## config.mk

```make
export PLATFORM = sky130hd
export DESIGN_NAME = truth_table_sweeper
export DESIGN_NICKNAME = d
export VERILOG_FILES = /design/src/rtl/tt_sweep_pkg.sv /design/src/rtl/settle_counter.sv /design/src/rtl/truth_table_sweeper.sv
export SDC_FILE = /design/constraint.sdc
export NUM_CORES = 1
export LEC_CHECK = 0
export CAP_MARGIN = 20
export CORE_MARGIN = 4
export CORE_UTILIZATION = 27
export CTS_BUF_LIST = sky130_fd_sc_hd__clkbuf_8 sky130_fd_sc_hd__clkbuf_16
export CTS_CLUSTER_DIAMETER = 150
export DETAILED_ROUTE_END_ITERATION = 12
export PLACE_DENSITY = 0.53
export SETUP_SLACK_MARGIN = 0.5
export SYNTH_ARGS = -nofsm -noshare
export SYNTH_HDL_FRONTEND = slang
export SYNTH_SLANG_ARGS = --single-unit
```

## constraint.sdc

```tcl
create_clock -name clk -period 2.2 [get_ports clk]
set_clock_uncertainty 0.1 [all_clocks]
set_input_delay 0.44 -clock clk [delete_from_list [all_inputs] [get_ports clk]]
set_output_delay 0.44 -clock clk [all_outputs]
set_load 0.005 [all_outputs]
```

## src/rtl/tt_sweep_pkg.sv

```systemverilog
// Shared types and sizing constants for the truth-table sweeper.
package tt_sweep_pkg;

    typedef enum logic [1:0] {
        ST_IDLE  = 2'd0,
        ST_APPLY = 2'd1,
        ST_DONE  = 2'd2
    } state_t;

    localparam int VEC_W = 3;
    localparam int TBL_W = 8;
    localparam logic [VEC_W-1:0] VEC_LAST = 3'd7;

endpackage

```

## src/rtl/settle_counter.sv

```systemverilog
// Loadable down-counter that sets how long each vector is held.
module settle_counter #(
    parameter int W = 4
) (
    input  logic         clk,
    input  logic         rst,
    input  logic         load,
    input  logic [W-1:0] load_value,
    input  logic         dec,
    output logic         zero
);

    logic [W-1:0] cnt_r;

    // Load takes priority over decrement; decrement saturates at zero.
    always_ff @(posedge clk) begin
        if (rst) begin
            cnt_r <= {W{1'b0}};
        end else if (load) begin
            cnt_r <= load_value;
        end else if (dec && (cnt_r != {W{1'b0}})) begin
            cnt_r <= cnt_r - {{(W-1){1'b0}}, 1'b1};
        end else begin
            cnt_r <= cnt_r;
        end
    end

    assign zero = (cnt_r == {W{1'b0}});

endmodule

```

## src/rtl/truth_table_sweeper.sv

```systemverilog
// Walks all eight input vectors of a 3-input block, holding each for
// settle+1 cycles, and captures the block's response into table_out.
module truth_table_sweeper
    import tt_sweep_pkg::*;
#(
    parameter int SETTLE_W = 4
) (
    input  logic                clk,
    input  logic                rst,
    input  logic                start,
    input  logic                abort,
    input  logic [SETTLE_W-1:0] settle,
    input  logic [TBL_W-1:0]    expected,
    input  logic                out_sample,
    output logic                in1,
    output logic                in2,
    output logic                in3,
    output logic                busy,
    output logic                done,
    output logic [TBL_W-1:0]    table_out,
    output logic                match
);

    state_t              state_r;
    logic [VEC_W-1:0]    vec_r;
    logic [VEC_W-1:0]    drive_r;
    logic [SETTLE_W-1:0] settle_r;
    logic [TBL_W-1:0]    expected_r;
    logic [TBL_W-1:0]    table_r;
    logic                match_r;
    logic                busy_r;
    logic                done_r;

    logic                load_s;
    logic [SETTLE_W-1:0] load_value_s;
    logic                dec_s;
    logic                cnt_zero_s;

    settle_counter #(.W(SETTLE_W)) u_settle_counter (
        .clk        (clk),
        .rst        (rst),
        .load       (load_s),
        .load_value (load_value_s),
        .dec        (dec_s),
        .zero       (cnt_zero_s)
    );

    // Counter control: load on accepted start or vector advance, clear on abort.
    always_comb begin
        load_s       = 1'b0;
        load_value_s = {SETTLE_W{1'b0}};
        dec_s        = 1'b0;
        case (state_r)
            ST_IDLE: begin
                if (start && !abort) begin
                    load_s       = 1'b1;
                    load_value_s = settle;
                end else begin
                    load_s = 1'b0;
                end
            end
            ST_APPLY: begin
                if (abort) begin
                    load_s = 1'b1;
                end else if (cnt_zero_s) begin
                    load_s       = 1'b1;
                    load_value_s = (vec_r == VEC_LAST) ? {SETTLE_W{1'b0}} : settle_r;
                end else begin
                    dec_s = 1'b1;
                end
            end
            default: begin
                load_s = 1'b0;
            end
        endcase
    end

    // Sweep sequencing, capture and registered outputs.
    always_ff @(posedge clk) begin
        if (rst) begin
            state_r    <= ST_IDLE;
            vec_r      <= {VEC_W{1'b0}};
            drive_r    <= {VEC_W{1'b0}};
            settle_r   <= {SETTLE_W{1'b0}};
            expected_r <= {TBL_W{1'b0}};
            table_r    <= {TBL_W{1'b0}};
            match_r    <= 1'b0;
            busy_r     <= 1'b0;
            done_r     <= 1'b0;
        end else begin
            done_r <= 1'b0;
            case (state_r)
                ST_IDLE: begin
                    if (start && !abort) begin
                        settle_r   <= settle;
                        expected_r <= expected;
                        table_r    <= {TBL_W{1'b0}};
                        match_r    <= 1'b0;
                        vec_r      <= {VEC_W{1'b0}};
                        drive_r    <= {VEC_W{1'b0}};
                        busy_r     <= 1'b1;
                        state_r    <= ST_APPLY;
                    end else begin
                        state_r <= ST_IDLE;
                    end
                end
                ST_APPLY: begin
                    if (abort) begin
                        // Partial table is kept; the sweep never reached a verdict.
                        state_r <= ST_IDLE;
                        vec_r   <= {VEC_W{1'b0}};
                        drive_r <= {VEC_W{1'b0}};
                        busy_r  <= 1'b0;
                        match_r <= 1'b0;
                    end else if (cnt_zero_s) begin
                        table_r[vec_r] <= out_sample;
                        if (vec_r == VEC_LAST) begin
                            match_r <= ({out_sample, table_r[TBL_W-2:0]} == expected_r);
                            state_r <= ST_DONE;
                            vec_r   <= {VEC_W{1'b0}};
                            drive_r <= {VEC_W{1'b0}};
                            busy_r  <= 1'b0;
                            done_r  <= 1'b1;
                        end else begin
                            vec_r   <= vec_r + 3'd1;
                            drive_r <= vec_r + 3'd1;
                        end
                    end else begin
                        state_r <= ST_APPLY;
                    end
                end
                ST_DONE: begin
                    state_r <= ST_IDLE;
                end
                default: begin
                    state_r <= ST_IDLE;
                    busy_r  <= 1'b0;
                    drive_r <= {VEC_W{1'b0}};
                end
            endcase
        end
    end

    assign {in1, in2, in3} = drive_r;
    assign busy            = busy_r;
    assign done            = done_r;
    assign table_out       = table_r;
    assign match           = match_r;

endmodule

```

; Word-level counts from Yosys, hierarchy flattened
; Cells that the tools add are included.
[totals]
regBits = 35
inputBits = 17
elab_cells = 86
[classes]
addsub = 2
n_lt_le_gt_ge = 2
n_eq_ne = 10
n_mux = 43
bitwise = 3
n_reduce_logical = 16
[ops]
columns = operator, count
row1 = $mux 4, 6
row2 = $mux 8, 3
row3 = $mux 1, 17
row4 = $pmux 8 s2, 1
row5 = $mux 3, 4
row6 = $reduce_and 4->1, 3
row7 = $pmux 3 s3, 1
row8 = $bwmux 8, 1
row9 = $eq 8x8->1, 1
row10 = $pmux 4 s2, 1
row11 = $mux 2, 3
row12 = $ne 2x2->1 const B, 3
row13 = $ne 3x3->1 const B, 2
row14 = $pmux 3 s2, 1
row15 = $reduce_and 3->1, 2
row16 = $logic_not 4->1, 1
row17 = $lt 3x4->1 const B, 1
row18 = $ne 4x4->1 const B, 1
row19 = $pmux 1 s2, 2
row20 = $pmux 2 s2, 1
row21 = $reduce_bool 2->1, 2
row22 = $reduce_bool 4->1, 1
row23 = $reduce_or 4->1, 1
row24 = $sub 4x1->4 const B, 1
row25 = 12 further kinds, 16

; Logic depth before layout (Yosys ltp)
[depth]
depth_word = 8
mapped_depth = 7
ltp_nobuf = 6

; By module
; A second synthesis with hierarchy kept.
[unflattened]
cells_unflattened = 212
hier_area_um2 = 1736.7
[by_module_without_submodules]
columns = module, instances, cells_each, area_each_um2, seq_area_each_um2
row1 = truth_table_sweeper, 1, 183, 1473.9, 620.6
row2 = settle_counter, 1, 29, 262.8, 80.1

; Least setup slack after synthesis
; Ideal clock, no wire load.
[synth_path]
path_type = flip-flop to flip-flop
start = register vec_r[0]
end = register u_settle_counter.cnt_r[1]
setup_ns = 0.086
arrival_ns = 1.513
required_time_ns = 2.014
slack_ns = 0.501
stages_incl_launch_ff = 7
cell_sequence = dfxtp_1 > ha_1 > ha_1 > nor4b_4 > and2_1 > a221oi_1 > a221oi_2
[synth_between]
elab_chain_cells = 6
[synth_rtl]
columns = element, line
row1 = from (decl), truth_table_sweeper.sv:25  ; logic [VEC_W-1:0] vec_r;
row2 = from (signal assigned), truth_table_sweeper.sv:82  ; vec_r <= {VEC_W{1'b0}};
row3 = from (signal assigned), truth_table_sweeper.sv:99  ; vec_r <= {VEC_W{1'b0}};
row4 = from (signal assigned), truth_table_sweeper.sv:111  ; vec_r <= {VEC_W{1'b0}};
row5 = $eq 3x3->1, truth_table_sweeper.sv:67  ; load_value_s = (vec_r == VEC_LAST) ? {SETTLE_W{1'b0}} : settle_r;
row6 = $mux 4, truth_table_sweeper.sv:67
row7 = $mux 4, truth_table_sweeper.sv:65  ; end else if (cnt_zero_s) begin
row8 = $mux 4, truth_table_sweeper.sv:63  ; if (abort) begin
row9 = $pmux 4 s2, truth_table_sweeper.sv:53  ; case (state_r)
row10 = $mux 4, settle_counter.sv:19  ; end else if (load) begin
row11 = to (signal assigned), settle_counter.sv:18  ; cnt_r <= {W{1'b0}};
row12 = to (signal assigned), settle_counter.sv:20  ; cnt_r <= load_value;
row13 = to (signal assigned), settle_counter.sv:22  ; cnt_r <= cnt_r - {{(W-1){1'b0}}, 1'b1};
row14 = to (decl), settle_counter.sv:13  ; logic [W-1:0] cnt_r;
; No other way between the ends.
; A chain may end at the register's enable or synchronous reset.

; Final worst setup path
[layout_path]
start = register vec_r[0]
end = register drive_r[0]
[layout_between]
elab_chain_cells = 5
[layout_rtl]
columns = element, line
row1 = $add 3x1->3 or $eq 3x3->1 (tied branches), "truth_table_sweeper.sv:126, truth_table_sweeper.sv:117"
row2 = $mux 3 (*), truth_table_sweeper.sv:117  ; if (vec_r == VEC_LAST) begin
row3 = $mux 3 (*), truth_table_sweeper.sv:115  ; end else if (cnt_zero_s) begin
row4 = $mux 3 (*), truth_table_sweeper.sv:108  ; if (abort) begin
row5 = $pmux 3 s3 (*), truth_table_sweeper.sv:92  ; case (state_r)
row6 = to (signal assigned), truth_table_sweeper.sv:100  ; drive_r <= {VEC_W{1'b0}};
row7 = to (signal assigned), truth_table_sweeper.sv:112  ; drive_r <= {VEC_W{1'b0}};
row8 = to (signal assigned), truth_table_sweeper.sv:121  ; drive_r <= {VEC_W{1'b0}};
row9 = to (decl), truth_table_sweeper.sv:26  ; logic [VEC_W-1:0] drive_r;
; Every way passes the cells marked *; elsewhere a longest branch is shown, timed or not. The select of a mux whose other input is x is not followed.

==> impl_metrics.json <==
{
  "drv_cap": 0,
  "first_pass_iters": 4,
  "fp.dieW_um": 88.3,
  "ir_drop_uv": 403,
  "syn_area_mm2": 0.00174,
  "portBuffers": 30,
  "power.total_uw": 1590,
  "drt-initial-drc-count": 127,
  "synth_fa_ha_area_share_pct": 2.16,
  "final_cell_mix": "30 x nand2_1, 29 x buf_4, 24 x a21oi_1",
  "n_fill_cell": 609,
  "clkSinkCount": 35,
  "synth_top_cell_by_area": "dfxtp_1",
  "antenna_found_initial": 0,
  "final_core_util_pct": 44.5,
  "cts_buffers": 5,
  "crit_type": "reg -> reg",
  "final_antenna_net_count": 0,
  "vias_per_cell": 4.87,
  "critPathCaptureType": "register",
  "synth_top_area_share_pct": 40.3,
  "syn_inst": 206,
  "hold_buffers": 0,
  "synthesis.nets": 226,
  "num_rows": 28,
  "relSlewSlack_pct": 81.2,
  "startpoint_type": "register",
  "setup_violations": 0,
  "wl_per_cell_um": 14.2,
  "drive_gt1_share_pct": 35.8,
  "power_switching_uw": 405,
  "cp_max_fo": 3,
  "grt_pass1_vias": 1622,
  "grt_usage_pct": 13.0,
  "status": "completed",
  "synth_top_family_by_area": "simple AND/OR/NAND/NOR gates",
  "core_mm2": 0.00610,
  "wl_met2_um": 2220,
  "worstPathRequired_ns": 2.32,
  "p_int_uw": 1190,
  "comb_power_share_pct": 19.2,
  "synth-xor-area-share_pct": 4.03,
  "clk_pin_slew_ns": 0.07,
  "maxUsedRoutingLayer": "met4",
  "switching_share_pct": 25.5,
  "timing.final.crit_share_pct": 78.6,
  "antenna_cells": 0,
  "gp_congestion": 0.826,
  "hold_viol": 0,
  "synthTopCellsByArea": "dfxtp_1 40%, a21oi_1 8.3%, nand2_1 6.7%",
  "hold_class": "reg -> reg",
  "insertion_delay_ns": 0.29,
  "yosys.cell_types.count": 41,
  "nets": 287,
  "overflow": 0,
  "synth_warnings": 0,
  "layout_min_cycle_time_ns": 1.73,
  "drc_errors": 0,
  "leakage_uw": 0.00110,
  "place_hpwl_um": 3140,
  "root_buffer": "clkbuf_8",
  "powerDensity_mw_per_mm2": 586,
  "dieArea_mm2": 0.00779,
  "rsz0062_at_grt": "true",
  "tritoncts": "built",
  "hold_ws_ns": 0.354,
  "grt_max_degree": 36,
  "grt_pass1_wl_um": 7840,
  "die_y_um": 88.3,
  "power_frac_seq_pct": 42.4,
  "clock_power_share_pct": 38.4,
  "wl_met1_um": 2310,
  "io_pins": 31,
  "syn_avg_cell_area_um2": 8.45,
  "cts_buffer_depth": 2,
  "worst_pin_slew_ns": 0.279,
  "vias": 1672,
  "multi_input_area_mm2": 0.00116,
  "synthSimpleGateAreaFrac_pct": 26.3,
  "htreeDepth": 2,
  "final_common_cell": "nand2_1",
  "start_util_pct": 28.6,
  "synthMuxAreaShare_pct": 0,
  "ys_seq_elements": 35,
  "slew_violations": 0,
  "synth_compound_area_share_pct": 22.9,
  "seq_area_frac_synth_pct": 40.3,
  "areaGrowthSynthToFinish_pct": 55.9,
  "wl_um": 4870,
  "arrival_ns": 1.85,
  "fmax_mhz": 579,
  "ff_latch_area_um2": 718,
  "met3WireLength_um": 255
}
-- through the flow --
| stage | worst slack (ns) | cell area, um2 | setup TNS (ns) | std cells |
|---|---|---|---|---|
| floorplan | 0.501 | 1740 | 0 | 206 |
| detailed placement | -0.0268 | 2190 | -0.0268 | 312 |
| finish | 0.472 | 2710 | 0 | 343 |
| global placement | -0.0250 | 2190 | -0.0250 | 312 |
| CTS | 0.455 | 2570 | 0 | 335 |
| global route | 0.383 | 2710 | 0 | 343 |
-- area by class of cell --
class | instances | area share (%)
multi-input combinational | 154 | 42.7
sequential | 35 | 26.5
timing repair buffer | 66 | 22.3
tap | 75 | 3.46
clock buffer | 6 | 3.04
clock inverter | 2 | 1.29
inverter | 5 | 0.692
-- flip-flops by register name (all words and copies together), names as in the netlist --
signal,cells
expected_r,8
table_out,8
settle_r,4
u_settle_counter.cnt_r,4
drive_r,3
vec_r,3
state_r,2
busy,1
done,1
match,1
-- per-layer routing --
layer  track usage, %  vias to the layer above
met3             3.07                        9
met4             4.67                        0
met1             17.4                      771
li1                 -                      852
met2             20.5                       40
met5                0                        -
-- final timing paths --
path | from | endpoint | slack (ns) | cells after the start
setup / recovery | vec_r[0] | drive_r[0] | 0.47 | 6
hold reg to reg | drive_r[2] | drive_r[2] | 0.35 | 2
setup reg to reg | vec_r[0] | drive_r[0] | 0.47 | 6
hold / removal | drive_r[2] | drive_r[2] | 0.35 | 2
-- Yosys cell counts --
| cell type | n |
|---|---|
| a21boi_0 | 1 |
| a21o_1 | 1 |
| a21oi_1 | 29 |
| a221oi_1 | 3 |
| a221oi_2 | 1 |
| a31oi_1 | 1 |
| and2_1 | 1 |
| and2b_1 | 1 |
| and3_1 | 3 |
| buf_2 | 1 |
| buf_4 | 2 |
| clkbuf_1 | 10 |
| dfxtp_1 | 35 |
| ha_1 | 3 |
| inv_1 | 4 |
| inv_2 | 1 |
| nand2_1 | 31 |
| nand2b_1 | 8 |
| nand3_1 | 2 |
| nand3b_1 | 3 |
| nand4_1 | 1 |
| nand4b_1 | 1 |
| nor2_1 | 3 |
| nor2b_1 | 7 |
| nor3_1 | 1 |
| nor3_2 | 1 |
| nor3b_1 | 3 |
| nor3b_2 | 1 |
| nor4_1 | 3 |
| nor4b_4 | 2 |
| o21a_1 | 3 |
| o21ai_0 | 15 |
| o21ba_2 | 1 |
| o22a_1 | 1 |
| o31ai_1 | 3 |
| o32ai_1 | 4 |
| o32ai_2 | 1 |
| or2_2 | 1 |
| or3_1 | 4 |
| or3b_1 | 1 |
| xor2_1 | 8 |
-- worst max-delay path: stages, from the launching register on --
cell and delay [ns]:
dfxtp_2 0.34, ha_4 0.16, ha_4 0.16, nor4b_4 0.25, buf_4 0.17, or3b_1 0.35, a21oi_1 0.13
-- cell families (layout without fill, tap and decap cells) --
| logic type | after synthesis | after routing |
|---|---|---|
| AND/OR/NAND/NOR | 78 | 78 |
| AO/OA/AOI/OAI | 64 | 65 |
| flip-flops | 35 | 35 |
| buffers and inverters | 18 | 79 |
| XOR/XNOR | 8 | 8 |
| adder cells (fa/ha/maj) | 3 | 3 |
-- power groups by stage --
stage | sequential [uW] | clock, uW | combinational [uW]
2_1_floorplan | 682 | 0 | 122
3_3_place_gp | 685 | 0 | 206
3_5_place_dp | 686 | 0 | 207
4_1_cts | 674 | 631 | 265
5_1_grt | 677 | 662 | 331
6_report | 675 | 612 | 305
-- repair_timing --
action,4_1_cts,5_1_grt
pin swaps,13,16
cloned,1,0
resized for setup,47,26
buffers inserted,14,8
endpoints found under the setup margin,40,22
No activity file was read; power rests on OpenSTA's default activity.
